$ cat src/rtl/hazard_forward_unit_pkg.sv
// Shared encodings for the hazard/forwarding block and the EX operand muxes.
// Combinational definitions only; no backpressure.
package hazard_forward_unit_pkg;

  typedef logic [1:0] fwd_sel_t;

  localparam fwd_sel_t FWD_RF    = 2'b00;
  localparam fwd_sel_t FWD_EXMEM = 2'b10;
  localparam fwd_sel_t FWD_MEMWB = 2'b01;

  typedef enum logic [1:0] {
    ST_RUN        = 2'd0,
    ST_LOAD_STALL = 2'd1,
    ST_MULTI_BUSY = 2'd2
  } hfu_state_e;

  // The younger EX/MEM result always wins over MEM/WB.
  function automatic fwd_sel_t fwd_pick(input logic exmem_hit, input logic memwb_hit);
    if (exmem_hit)      return FWD_EXMEM;
    else if (memwb_hit) return FWD_MEMWB;
    else                return FWD_RF;
  endfunction

endpackage

$ cat src/rtl/hazard_forward_unit_if.sv
// Pipeline-side view of the hazard/forwarding unit: stage info in, stall controls out.
// Wires only; no latency, no backpressure.
interface hazard_forward_unit_if #(
  parameter int AW    = 4,
  parameter int NSRC  = 2,
  parameter int CNT_W = 16
);
  logic                 flush;
  logic [NSRC*AW-1:0]   id_src_addr;
  logic [NSRC-1:0]      id_src_valid;
  logic [NSRC*AW-1:0]   ex_src_addr;
  logic                 ex_valid;
  logic [AW-1:0]        ex_dst_addr;
  logic                 ex_reg_write;
  logic                 ex_is_load;
  logic                 ex_is_multi;
  logic [AW-1:0]        exmem_dst_addr;
  logic                 exmem_reg_write;
  logic [AW-1:0]        memwb_dst_addr;
  logic                 memwb_reg_write;
  logic [2*NSRC-1:0]    forward_sel;
  logic                 stall_front;
  logic                 bubble_idex;
  logic                 hold_ex;
  logic                 busy;
  logic [CNT_W-1:0]     stall_count;

  modport master (
    output flush, id_src_addr, id_src_valid, ex_src_addr, ex_valid, ex_dst_addr,
           ex_reg_write, ex_is_load, ex_is_multi, exmem_dst_addr, exmem_reg_write,
           memwb_dst_addr, memwb_reg_write,
    input  forward_sel, stall_front, bubble_idex, hold_ex, busy, stall_count
  );

  modport slave (
    input  flush, id_src_addr, id_src_valid, ex_src_addr, ex_valid, ex_dst_addr,
           ex_reg_write, ex_is_load, ex_is_multi, exmem_dst_addr, exmem_reg_write,
           memwb_dst_addr, memwb_reg_write,
    output forward_sel, stall_front, bubble_idex, hold_ex, busy, stall_count
  );
endinterface

$ cat src/rtl/hazard_forward_unit_fwd_select.sv
// Forward-source select for one EX operand; register 0 is never forwarded.
// Purely combinational, zero latency, no backpressure.
module hazard_forward_unit_fwd_select
  import hazard_forward_unit_pkg::*;
#(
  parameter int AW = 4
) (
  input  logic [AW-1:0] src_addr,
  input  logic [AW-1:0] exmem_dst_addr,
  input  logic          exmem_reg_write,
  input  logic [AW-1:0] memwb_dst_addr,
  input  logic          memwb_reg_write,
  output fwd_sel_t      sel
);

  logic exmem_hit;
  logic memwb_hit;

  always_comb begin
    exmem_hit = exmem_reg_write && (exmem_dst_addr != '0) && (exmem_dst_addr == src_addr);
    memwb_hit = memwb_reg_write && (memwb_dst_addr != '0) && (memwb_dst_addr == src_addr);
    sel       = fwd_pick(exmem_hit, memwb_hit);
  end

endmodule

$ cat src/rtl/hazard_forward_unit.sv
// Operand forwarding, load-use stall and multi-cycle EX sequencing with a stall counter.
// Forwarding and first-cycle stall are combinational; follow-on stalls come from the FSM; flush aborts.
module hazard_forward_unit
  import hazard_forward_unit_pkg::*;
#(
  parameter int AW        = 4,
  parameter int NSRC      = 2,
  parameter int LOAD_LAT  = 1,
  parameter int MULTI_LAT = 4,
  parameter int CNT_W     = 16
) (
  input  logic               clk,
  input  logic               rst,
  hazard_forward_unit_if.slave bus
);

  localparam int LCW = $clog2(LOAD_LAT + 1);
  localparam int MCW = $clog2(MULTI_LAT + 1);
  localparam logic [LCW-1:0] LOAD_INIT  = LCW'((LOAD_LAT > 1) ? LOAD_LAT - 2 : 0);
  localparam logic [MCW-1:0] MULTI_INIT = MCW'(MULTI_LAT - 2);

  hfu_state_e         state;
  logic [LCW-1:0]     load_cnt;
  logic [MCW-1:0]     multi_cnt;
  logic [CNT_W-1:0]   stall_cnt;
  logic [2*NSRC-1:0]  fwd_sel;
  logic               src_hit;
  logic               lu;
  logic               multi_start;
  logic               stall_front;

  for (genvar k = 0; k < NSRC; k++) begin : g_fwd
    hazard_forward_unit_fwd_select #(.AW(AW)) u_fwd_select (
      .src_addr        (bus.ex_src_addr[k*AW +: AW]),
      .exmem_dst_addr  (bus.exmem_dst_addr),
      .exmem_reg_write (bus.exmem_reg_write),
      .memwb_dst_addr  (bus.memwb_dst_addr),
      .memwb_reg_write (bus.memwb_reg_write),
      .sel             (fwd_sel[2*k +: 2])
    );
  end

  always_comb begin
    src_hit = 1'b0;
    for (int k = 0; k < NSRC; k++) begin
      if (bus.id_src_valid[k] && (bus.id_src_addr[k*AW +: AW] == bus.ex_dst_addr)) begin
        src_hit = 1'b1;
      end
    end
    lu = (state == ST_RUN) && bus.ex_valid && bus.ex_is_load && bus.ex_reg_write &&
         (bus.ex_dst_addr != '0) && src_hit;
    multi_start = (state == ST_RUN) && !lu && bus.ex_valid && bus.ex_is_multi;
    stall_front = !bus.flush && (lu || multi_start || (state != ST_RUN));
  end

  assign bus.forward_sel = fwd_sel;
  assign bus.stall_front = stall_front;
  assign bus.bubble_idex = !bus.flush && (lu || (state == ST_LOAD_STALL));
  assign bus.hold_ex     = !bus.flush && (multi_start || (state == ST_MULTI_BUSY));
  assign bus.busy        = (state != ST_RUN);
  assign bus.stall_count = stall_cnt;

  // The first stall cycle is spent in RUN, so the FSM only covers the remaining ones.
  always_ff @(posedge clk) begin
    if (rst) begin
      state     <= ST_RUN;
      load_cnt  <= '0;
      multi_cnt <= '0;
    end else if (bus.flush) begin
      state     <= ST_RUN;
      load_cnt  <= '0;
      multi_cnt <= '0;
    end else begin
      case (state)
        ST_RUN: begin
          if (lu) begin
            if (LOAD_LAT > 1) begin
              state    <= ST_LOAD_STALL;
              load_cnt <= LOAD_INIT;
            end
          end else if (multi_start && (MULTI_LAT > 2)) begin
            state     <= ST_MULTI_BUSY;
            multi_cnt <= MULTI_INIT;
          end
        end
        ST_LOAD_STALL: begin
          if (load_cnt == '0) state <= ST_RUN;
          else                load_cnt <= load_cnt - 1'b1;
        end
        ST_MULTI_BUSY: begin
          multi_cnt <= multi_cnt - 1'b1;
          if (multi_cnt == MCW'(1)) state <= ST_RUN;
        end
        default: state <= ST_RUN;
      endcase
    end
  end

  always_ff @(posedge clk) begin
    if (rst)                              stall_cnt <= '0;
    else if (stall_front && !(&stall_cnt)) stall_cnt <= stall_cnt + 1'b1;
  end

endmodule

$ cat src/flat_wrapper.sv
// flat-port wrapper written by rule: the top's interface ports become plain ports
module hazard_forward_unit_flat import hazard_forward_unit_pkg::*;
#(
  parameter int AW        = 4,
  parameter int NSRC      = 2,
  parameter int LOAD_LAT  = 1,
  parameter int MULTI_LAT = 4,
  parameter int CNT_W     = 16
)
  (clk, rst, bus_flush, bus_id_src_addr, bus_id_src_valid, bus_ex_src_addr, bus_ex_valid, bus_ex_dst_addr, bus_ex_reg_write, bus_ex_is_load, bus_ex_is_multi, bus_exmem_dst_addr, bus_exmem_reg_write, bus_memwb_dst_addr, bus_memwb_reg_write, bus_forward_sel, bus_stall_front, bus_bubble_idex, bus_hold_ex, bus_busy, bus_stall_count);
  hazard_forward_unit_if #(.AW(AW), .NSRC(NSRC), .CNT_W(CNT_W)) bus_i ();
  input  logic clk;
  input  logic rst;
  input wire logic [$bits(bus_i.flush)-1:0] bus_flush;
  input wire logic [$bits(bus_i.id_src_addr)-1:0] bus_id_src_addr;
  input wire logic [$bits(bus_i.id_src_valid)-1:0] bus_id_src_valid;
  input wire logic [$bits(bus_i.ex_src_addr)-1:0] bus_ex_src_addr;
  input wire logic [$bits(bus_i.ex_valid)-1:0] bus_ex_valid;
  input wire logic [$bits(bus_i.ex_dst_addr)-1:0] bus_ex_dst_addr;
  input wire logic [$bits(bus_i.ex_reg_write)-1:0] bus_ex_reg_write;
  input wire logic [$bits(bus_i.ex_is_load)-1:0] bus_ex_is_load;
  input wire logic [$bits(bus_i.ex_is_multi)-1:0] bus_ex_is_multi;
  input wire logic [$bits(bus_i.exmem_dst_addr)-1:0] bus_exmem_dst_addr;
  input wire logic [$bits(bus_i.exmem_reg_write)-1:0] bus_exmem_reg_write;
  input wire logic [$bits(bus_i.memwb_dst_addr)-1:0] bus_memwb_dst_addr;
  input wire logic [$bits(bus_i.memwb_reg_write)-1:0] bus_memwb_reg_write;
  output wire logic [$bits(bus_i.forward_sel)-1:0] bus_forward_sel;
  output wire logic [$bits(bus_i.stall_front)-1:0] bus_stall_front;
  output wire logic [$bits(bus_i.bubble_idex)-1:0] bus_bubble_idex;
  output wire logic [$bits(bus_i.hold_ex)-1:0] bus_hold_ex;
  output wire logic [$bits(bus_i.busy)-1:0] bus_busy;
  output wire logic [$bits(bus_i.stall_count)-1:0] bus_stall_count;
  assign bus_i.flush = bus_flush;
  assign bus_i.id_src_addr = bus_id_src_addr;
  assign bus_i.id_src_valid = bus_id_src_valid;
  assign bus_i.ex_src_addr = bus_ex_src_addr;
  assign bus_i.ex_valid = bus_ex_valid;
  assign bus_i.ex_dst_addr = bus_ex_dst_addr;
  assign bus_i.ex_reg_write = bus_ex_reg_write;
  assign bus_i.ex_is_load = bus_ex_is_load;
  assign bus_i.ex_is_multi = bus_ex_is_multi;
  assign bus_i.exmem_dst_addr = bus_exmem_dst_addr;
  assign bus_i.exmem_reg_write = bus_exmem_reg_write;
  assign bus_i.memwb_dst_addr = bus_memwb_dst_addr;
  assign bus_i.memwb_reg_write = bus_memwb_reg_write;
  assign bus_forward_sel = bus_i.forward_sel;
  assign bus_stall_front = bus_i.stall_front;
  assign bus_bubble_idex = bus_i.bubble_idex;
  assign bus_hold_ex = bus_i.hold_ex;
  assign bus_busy = bus_i.busy;
  assign bus_stall_count = bus_i.stall_count;
  hazard_forward_unit #(.AW(AW), .NSRC(NSRC), .LOAD_LAT(LOAD_LAT), .MULTI_LAT(MULTI_LAT), .CNT_W(CNT_W)) u_core (.clk(clk), .rst(rst), .bus(bus_i));
endmodule
$ cat config.mk
export PLATFORM = sky130hd
export DESIGN_NAME = hazard_forward_unit_flat
export DESIGN_NICKNAME = d
export VERILOG_FILES = /design/src/rtl/hazard_forward_unit_pkg.sv /design/src/rtl/hazard_forward_unit_if.sv /design/src/rtl/hazard_forward_unit_fwd_select.sv /design/src/rtl/hazard_forward_unit.sv /design/src/flat_wrapper.sv
export SDC_FILE = /design/constraint.sdc
export NUM_CORES = 1
export LEC_CHECK = 0
export ABC_AREA = 0
export BUFFER_PORTS_ARGS = -buffer_cell sky130_fd_sc_hd__buf_4
export CAP_MARGIN = 10
export CORE_MARGIN = 2
export CORE_UTILIZATION = 30
export CTS_BUF_LIST = sky130_fd_sc_hd__clkbuf_16
export DETAILED_ROUTE_END_ITERATION = 6
export GPL_ROUTABILITY_DRIVEN = 0
export SLEW_MARGIN = 20
export SYNTH_ARGS = -nofsm -noshare
export SYNTH_HDL_FRONTEND = slang
export SYNTH_SLANG_ARGS = --single-unit
export TNS_END_PERCENT = 5
$ cat constraint.sdc
create_clock -name clk -period 3.6 [get_ports clk]
set_input_delay 0 -clock clk [delete_from_list [all_inputs] [get_ports clk]]
set_output_delay 0 -clock clk [all_outputs]
set_load 0.05 [all_outputs]
==> results.toml, run 1 <==
[global_route]
vias_in_the_first_global_route = 1337
antenna_found_initial = 0
grt_overflow_total = 0
gr-usage-all-layers_pct = 13.7
grt_start_max_net_pins = 23
first_pass_grt_wire_length_um = 5900

[setup_path]
critPathSlowestCell = "sky130_fd_sc_hd__nor2_1"
r2r_cells = 6
timing.reg2reg.setup_slack_ps = 1320
timing.rr.end = "u_core.bus.stall_count[6]"
cp.arrival_ps = 2420
critical_path.n_buffers_inverters = 0
worst_setup_path_end_kind = "flip-flop"
timing.setup.critical_path_class = "flip-flop to flip-flop"
worstSetupStartpointType = "flip-flop"
crit_fanout = 12
worst_ep_required_time_ps = 3740
rr_startpoint = "u_core.bus.stall_count[3]"
worst_path_dominant_cell_family = "simple AND/OR/NAND/NOR gates"
path_cells = "and4_1 -> nand4_1 -> or2_1 -> nor2_1 -> nor4_1 -> mux2_1"
critPathMaxStageDelay_ps = 520

[die]
core_region_area_mm2 = 0.00444
die_width_um = 72.5
floorplan.initialDensity_pct = 31.7
dieHeight_um = 72.5
rows = 24
floorplan.io_pins = 63
die_area_mm2 = 0.00526

[synthesis]
synthFlopType = "sky130_fd_sc_hd__dfxtp_1"
yosysTopAreaCell = "sky130_fd_sc_hd__dfxtp_1"
synth_unique_cells = 44
asyncSetResetFlopFracSynth_pct = 0
synth_edf_count = 0
syn_area_per_cell_um2 = 8.09
sequential_share_of_the_synthesized_area_pct = 28.4
synth_warnings = 0
synthCells = 174
synthesis.area_mm2 = 0.00141
yosys-top-cells-area = "sky130_fd_sc_hd__dfxtp_1 28%, sky130_fd_sc_hd__xnor2_1 11%, sky130_fd_sc_hd__a21oi_1 4.6%"
synth.ff_latch_count = 20
post-synth-top-count-cell = "sky130_fd_sc_hd__dfxtp_1"
synth_common_cells = "20 x sky130_fd_sc_hd__dfxtp_1, 18 x sky130_fd_sc_hd__xnor2_1, 15 x sky130_fd_sc_hd__nor2_1"
synthDominantCellAreaShare_pct = 28.4
synth.net_count = 216

[run]
max-cap-violations = 0

[sta]
final.setup.worst_slack_ps = 1320
final_min_period_over_clock_period_pct = 63.4
setup_viol = 0
slew-limit-headroom_pct = 57.1
totalNegativeSetupSlack_ps = 0
clock.fmax_mhz = 438
hold_worst_slack_ps = 73.7
timing_worst_slew_pin_value_ps = 641
clock-skew-final_ps = 5.81
finalMaxSlewViolations = 0
fin_crit_ps = 2280
rsz_0062_raised_after_global_routing = "false"
finalHoldViolCount = 0

[final_layout]
final_area_mm2 = 0.00200
net_count_reported_at_finish = 277
syn2layout_area_growth_pct = 42.2
utilization_pct = 45.0
antennaDiodeCount = 0
num-fill-cells = 451
layout-drive-gt1-share_pct = 31.6

[placement]
portbufs = 62
post_dp_cell_area_mm2 = 0.00190
dp_hpwl_um = 2720
pre_cts_slack_ps = 1340

[routing]
number_of_design_rule_violations_left_by_the_first_detailed_router_iteration = 40
detail_route.wl_per_cell_um = 12.3
detailroute.via_count = 1452
vias_per_cell = 5.08
top_layer = "met4"
met3_wirelength_um = 201
route.antenna.remaining_nets = 0
wl_met2_um = 1520
drt-met1-wl_um = 1760
detail_route.drc_violations = 0
drt_first_pass_iters = 4
detail_route.wirelength_um = 3510

[power]
maximum_vdd_ir_drop_mv = 0.136
sequential_cell_fraction_of_total_power_pct = 34.9
cellLeakagePower_nw = 0.802
power-per-cell-area_mw_per_mm2 = 323
internal_power_w = 0.000502
clockPowerShare_pct = 47.3
power.switching_fraction_pct = 22.4
netSwitchingPower_w = 0.000145
power.combinational.fraction_pct = 17.7

[worst_hold_path]
timing.hold.worst_endpoint = "u_core.bus.stall_count[5]"
timing.hold.worst.class = "input port to flip-flop"
min-delay-start = "rst"
worst_hold_path.num_cells = 2

[status]
status = "complete, no violations"

[clock_tree]
inserted_clock_buffers = 3
clkSlewWorstSetupHoldPaths_ps = 60
tritoncts = "built"
cts_root_buffer = "sky130_fd_sc_hd__clkbuf_16"
clock_latency_ps = 250
hold_buffers = 0
cts.sinks = 20
post_cts_resize_count = 0
postCtsSetupRepairBufs = 0
cts-htree-levels = 1
max-clock-path-buffers = 2
metrics by stage:
stage | total power [W] | std cells
floorplan | 0.000293 | 174
global placement | 0.000346 | 282
detailed placement | 0.000347 | 282
CTS | 0.000652 | 286
global route | 0.000674 | 286
finish | 0.000647 | 286
registers in the layout, indices dropped and copies added, names as in the netlist:
name / flops
u_core.bus.stall_count: 16
u_core.state: 1
u_core.multi_cnt: 3
layout make-up:
| type | instances | area, um2 | area share, % |
|---|---|---|---|
| clock buffer | 3 | 75.1 | 3.75 |
| clock inverter | 1 | 30.0 | 1.50 |
| inverter | 8 | 30.0 | 1.50 |
| multi-input combinational | 139 | 928 | 46.4 |
| sequential | 20 | 400 | 20.0 |
| tap | 52 | 65.1 | 3.25 |
| timing repair buffer | 63 | 473 | 23.6 |
layer usage:
| layer | track usage (%) | vias up |
|---|---|---|
| li1 | - | 765 |
| met1 | 19.0 | 633 |
| met2 | 22.0 | 50 |
| met3 | 2.08 | 4 |
| met4 | 4.32 | 0 |
| met5 | 0 | - |
placed cells by master (no fill, tap or decap), types with 3 or more instances in the layout:
master	count
sky130_fd_sc_hd__o21ai_0	6
sky130_fd_sc_hd__ha_1	3
sky130_fd_sc_hd__xor2_1	6
sky130_fd_sc_hd__nand3_1	10
sky130_fd_sc_hd__dfxtp_1	20
sky130_fd_sc_hd__nor4_1	3
sky130_fd_sc_hd__clkbuf_16	3
sky130_fd_sc_hd__nor3_1	10
sky130_fd_sc_hd__or3_1	6
sky130_fd_sc_hd__nor2_1	15
sky130_fd_sc_hd__buf_4	63
sky130_fd_sc_hd__xnor2_1	18
sky130_fd_sc_hd__a21oi_1	13
sky130_fd_sc_hd__o31ai_1	4
sky130_fd_sc_hd__inv_1	7
sky130_fd_sc_hd__nand2_1	4
sky130_fd_sc_hd__nand4_1	7
sky130_fd_sc_hd__or4_1	4
cell families (layout without fill, tap and decap cells):
group	count (synthesis)	in the layout	share of synthesized area [%]
AO/OA/AOI/OAI	35	35	16.4
XOR/XNOR	24	24	14.9
adder cells (fa/ha/maj)	3	3	2.67
buffers and inverters	15	75	5.60
flip-flops	20	20	28.4
multiplexers	3	3	2.31
AND/OR/NAND/NOR	74	74	29.6
power by group through the flow:
stage          sequential (W)  clock (W)  combinational [W]
2_1_floorplan        0.000235          0          0.0000575
3_3_place_gp         0.000231          0           0.000116
3_5_place_dp         0.000231          0           0.000116
4_1_cts              0.000226   0.000310           0.000116
5_1_grt              0.000226   0.000321           0.000126
6_report             0.000226   0.000306           0.000115
worst max-delay path by stage:
stage | startpoint | to | slack (ps) | cells after the start
floorplan | u_core.bus.stall_count[3] | u_core.bus.stall_count[6] | 1390 | 7
global placement | u_core.bus.stall_count[3] | u_core.bus.stall_count[6] | 1420 | 6
finish | u_core.bus.stall_count[3] | u_core.bus.stall_count[6] | 1320 | 6
CTS | u_core.bus.stall_count[3] | u_core.bus.stall_count[6] | 1320 | 6
global route | u_core.bus.stall_count[3] | u_core.bus.stall_count[6] | 1090 | 6
detailed placement | u_core.bus.stall_count[3] | u_core.bus.stall_count[6] | 1340 | 6
Note: power is estimated with default switching activity, not from simulation.
==> inputs of run 2 (changes only) <==
--- a/config.mk
+++ b/config.mk
@@ -5,7 +5,7 @@
 export SDC_FILE = /design/constraint.sdc
 export NUM_CORES = 1
 export LEC_CHECK = 0
-export ABC_AREA = 0
+export ABC_AREA = 1
 export BUFFER_PORTS_ARGS = -buffer_cell sky130_fd_sc_hd__buf_4
 export CAP_MARGIN = 10
 export CORE_MARGIN = 2
==> constraint.sdc (replaced) <==
create_clock -name clk -period 2.15 [get_ports clk]
set_input_delay 0 -clock clk [delete_from_list [all_inputs] [get_ports clk]]
set_output_delay 0 -clock clk [all_outputs]
set_load 0.05 [all_outputs]
==> run 2 against run 1 <==
  * Critical path depth up 4
  * Area after synthesis increased by 13%
  * Clock skew shrank 2.8 ps
  * Flip-flop and latch count is the same
  * Register-to-register slack got worse by 1000 ps
  * Die area grew 12%
  * Non-clock buffer count increased by 2
  * Global-route usage up 0.90 points
  * Sequential share of layout area is 1.8 points lower
  * Critical endpoint is now u_core.bus.stall_count[1]
  * Largest cell class unchanged
  * Largest power group unchanged
  * Highest routed layer unchanged
==> results.toml, run 2 <==
[synthesis]
synthFlopType = "sky130_fd_sc_hd__dfxtp_1"
yosysTopAreaCell = "sky130_fd_sc_hd__dfxtp_1"
synthCells = 239
synthDominantCellAreaShare_pct = 25.3
asyncSetResetFlopFracSynth_pct = 0
synth.net_count = 281
synth_unique_cells = 32
syn_area_per_cell_um2 = 6.63
sequential_share_of_the_synthesized_area_pct = 25.3
synth_warnings = 0
yosys-top-cells-area = "sky130_fd_sc_hd__dfxtp_1 25%, sky130_fd_sc_hd__nand2_1 12%, sky130_fd_sc_hd__nand3_1 8.5%"
synth_edf_count = 0
synth.ff_latch_count = 20
post-synth-top-count-cell = "sky130_fd_sc_hd__nand2_1"
synth_common_cells = "52 x sky130_fd_sc_hd__nand2_1, 29 x sky130_fd_sc_hd__nor2_1, 27 x sky130_fd_sc_hd__nand3_1"
synthesis.area_mm2 = 0.00159

[sta]
slew-limit-headroom_pct = 66.4
final_min_period_over_clock_period_pct = 87.4
hold_worst_slack_ps = 49.9
clock.fmax_mhz = 532
rsz_0062_raised_after_global_routing = "false"
finalMaxSlewViolations = 0
clock-skew-final_ps = 2.97
setup_viol = 0
finalHoldViolCount = 0
fin_crit_ps = 1880
timing_worst_slew_pin_value_ps = 498
totalNegativeSetupSlack_ps = 0

[setup_path]
cp.arrival_ps = 2030
worst_ep_required_time_ps = 2300
rr_startpoint = "u_core.bus.stall_count[0]"
worst_setup_path_end_kind = "flip-flop"
timing.setup.critical_path_class = "flip-flop to flip-flop"
worstSetupStartpointType = "flip-flop"
setup.worst_path.start = "u_core.bus.stall_count[0]"
r2r_cells = 10
timing.critical_path.to = "u_core.bus.stall_count[1]"
crit_fanout = 15
timing.reg2reg.setup_slack_ps = 270
critPathMaxStageDelay_ps = 420
path_cells = "ha_1 -> nand2_2 -> nor2_2 -> nand2_2 -> nor3_4 -> nand4_4 -> nand2_4 -> inv_1 -> nor2_1 -> nor2_1"
critPathSlowestCell = "sky130_fd_sc_hd__dfxtp_1"
timing.rr.end = "u_core.bus.stall_count[1]"

[placement]
post_dp_cell_area_mm2 = 0.00212
dp_hpwl_um = 3210
portbufs = 62

[die]
core_region_area_mm2 = 0.00511
dieHeight_um = 76.7
rows = 26
die_width_um = 76.7
floorplan.io_pins = 63
die_area_mm2 = 0.00588
floorplan.initialDensity_pct = 31.0

[final_layout]
net_count_reported_at_finish = 345
utilization_pct = 43.0
largest_reg_flops = 16
num-fill-cells = 544
layout_common_cells = "65 x sky130_fd_sc_hd__buf_4, 52 x sky130_fd_sc_hd__nand2_1, 29 x sky130_fd_sc_hd__nor2_1, 27 x sky130_fd_sc_hd__nand3_1, 24 x sky130_fd_sc_hd__inv_1"
layout-drive-gt1-share_pct = 25.8
final_area_mm2 = 0.00220
syn2layout_area_growth_pct = 38.6
antennaDiodeCount = 0
mostFrequentLayoutCell = "sky130_fd_sc_hd__buf_4"

[clock_tree]
cts_root_buffer = "sky130_fd_sc_hd__clkbuf_16"
cts-htree-levels = 1
postCtsSetupRepairBufs = 0
post_cts_resize_count = 0
clock_latency_ps = 250
clkSlewWorstSetupHoldPaths_ps = 60
hold_buffers = 0
cts.sinks = 20
inserted_clock_buffers = 3
max-clock-path-buffers = 2
tritoncts = "built"

[routing]
drt_first_pass_iters = 4
detail_route.wirelength_um = 4020
number_of_design_rule_violations_left_by_the_first_detailed_router_iteration = 70
route.antenna.remaining_nets = 0
vias_per_cell = 4.56
detail_route.wl_per_cell_um = 10.8
detail_route.drc_violations = 0
detailroute.via_count = 1698

[global_route]
grt_start_max_net_pins = 17
first_pass_grt_wire_length_um = 7180
antenna_found_initial = 0
gr-usage-all-layers_pct = 14.6
vias_in_the_first_global_route = 1614
grt_overflow_total = 0

[power]
power-per-cell-area_mw_per_mm2 = 445
cellLeakagePower_nw = 1.00
finalPower_w = 0.000977
maximum_vdd_ir_drop_mv = 0.348

[worst_hold_path]
min-delay-start = "rst"
timing.hold.worst.class = "input port to flip-flop"

[run]
max-cap-violations = 0

[status]
status = "complete, no violations"
==> run 2: per-layer routing <==
layer	track usage [%]	part of all wire (%)
met1	17.8	45
met2	25.5	47
met3	3.76	7.0
met4	3.82	0.99
met5	0	0
==> run 2: worst min path at each step <==
stage / end / slack (ps) / cells past startpoint
2_1_floorplan: u_core.bus.stall_count[15] / 70 / 1
3_3_place_gp: u_core.bus.stall_count[5] / 310 / 2
3_5_place_dp: u_core.bus.stall_count[7] / 320 / 2
4_1_cts: u_core.bus.stall_count[7] / 40 / 2
5_1_grt: u_core.bus.stall_count[5] / 60 / 2
6_report: u_core.bus.stall_count[13] / 50 / 2
==> run 2: per-stage QoR <==
step | std cells | setup slack, ps
after floorplan | 239 | 21.0
after global placement | 368 | 308
after detailed placement | 368 | 273
after CTS | 372 | 262
after global routing | 372 | 47.0
final | 372 | 271
==> run 2: worst max-delay path, delay by kind of cell, from the launching register on <==
family,cells,cell delay [ps]
fa+ha+maj,1,260
simple gates,8,1020
buf+inv,1,70
flops,1,420
==> run 2: final cells by class <==
| class | count | area, um2 | share of cell area (%) |
|---|---|---|---|
| sequential | 20 | 400 | 18.2 |
| multi-input combinational | 188 | 1050 | 47.7 |
| inverter | 25 | 93.8 | 4.27 |
| clock buffer | 3 | 75.1 | 3.42 |
| tap | 70 | 87.6 | 3.99 |
| clock inverter | 1 | 3.75 | 0.171 |
| timing repair buffer | 65 | 488 | 22.2 |
==> run 2: power breakdown <==
| part | total (W) | internal [W] | switching [W] |
|---|---|---|---|
| registers | 0.000381 | 0.000376 | 0.00000554 |
| clock network | 0.000392 | 0.000248 | 0.000143 |
| logic | 0.000205 | 0.0000958 | 0.000109 |
| total | 0.000977 | 0.000719 | 0.000258 |
==> run 2: logic make-up after synthesis <==
group	Yosys count	share of synthesized area, %
buffers and inverters	31	8.60
adder cells (fa/ha/maj)	3	2.37
AND/OR/NAND/NOR	129	37.6
flip-flops	20	25.3
XOR/XNOR	29	16.0
AO/OA/AOI/OAI	27	10.1
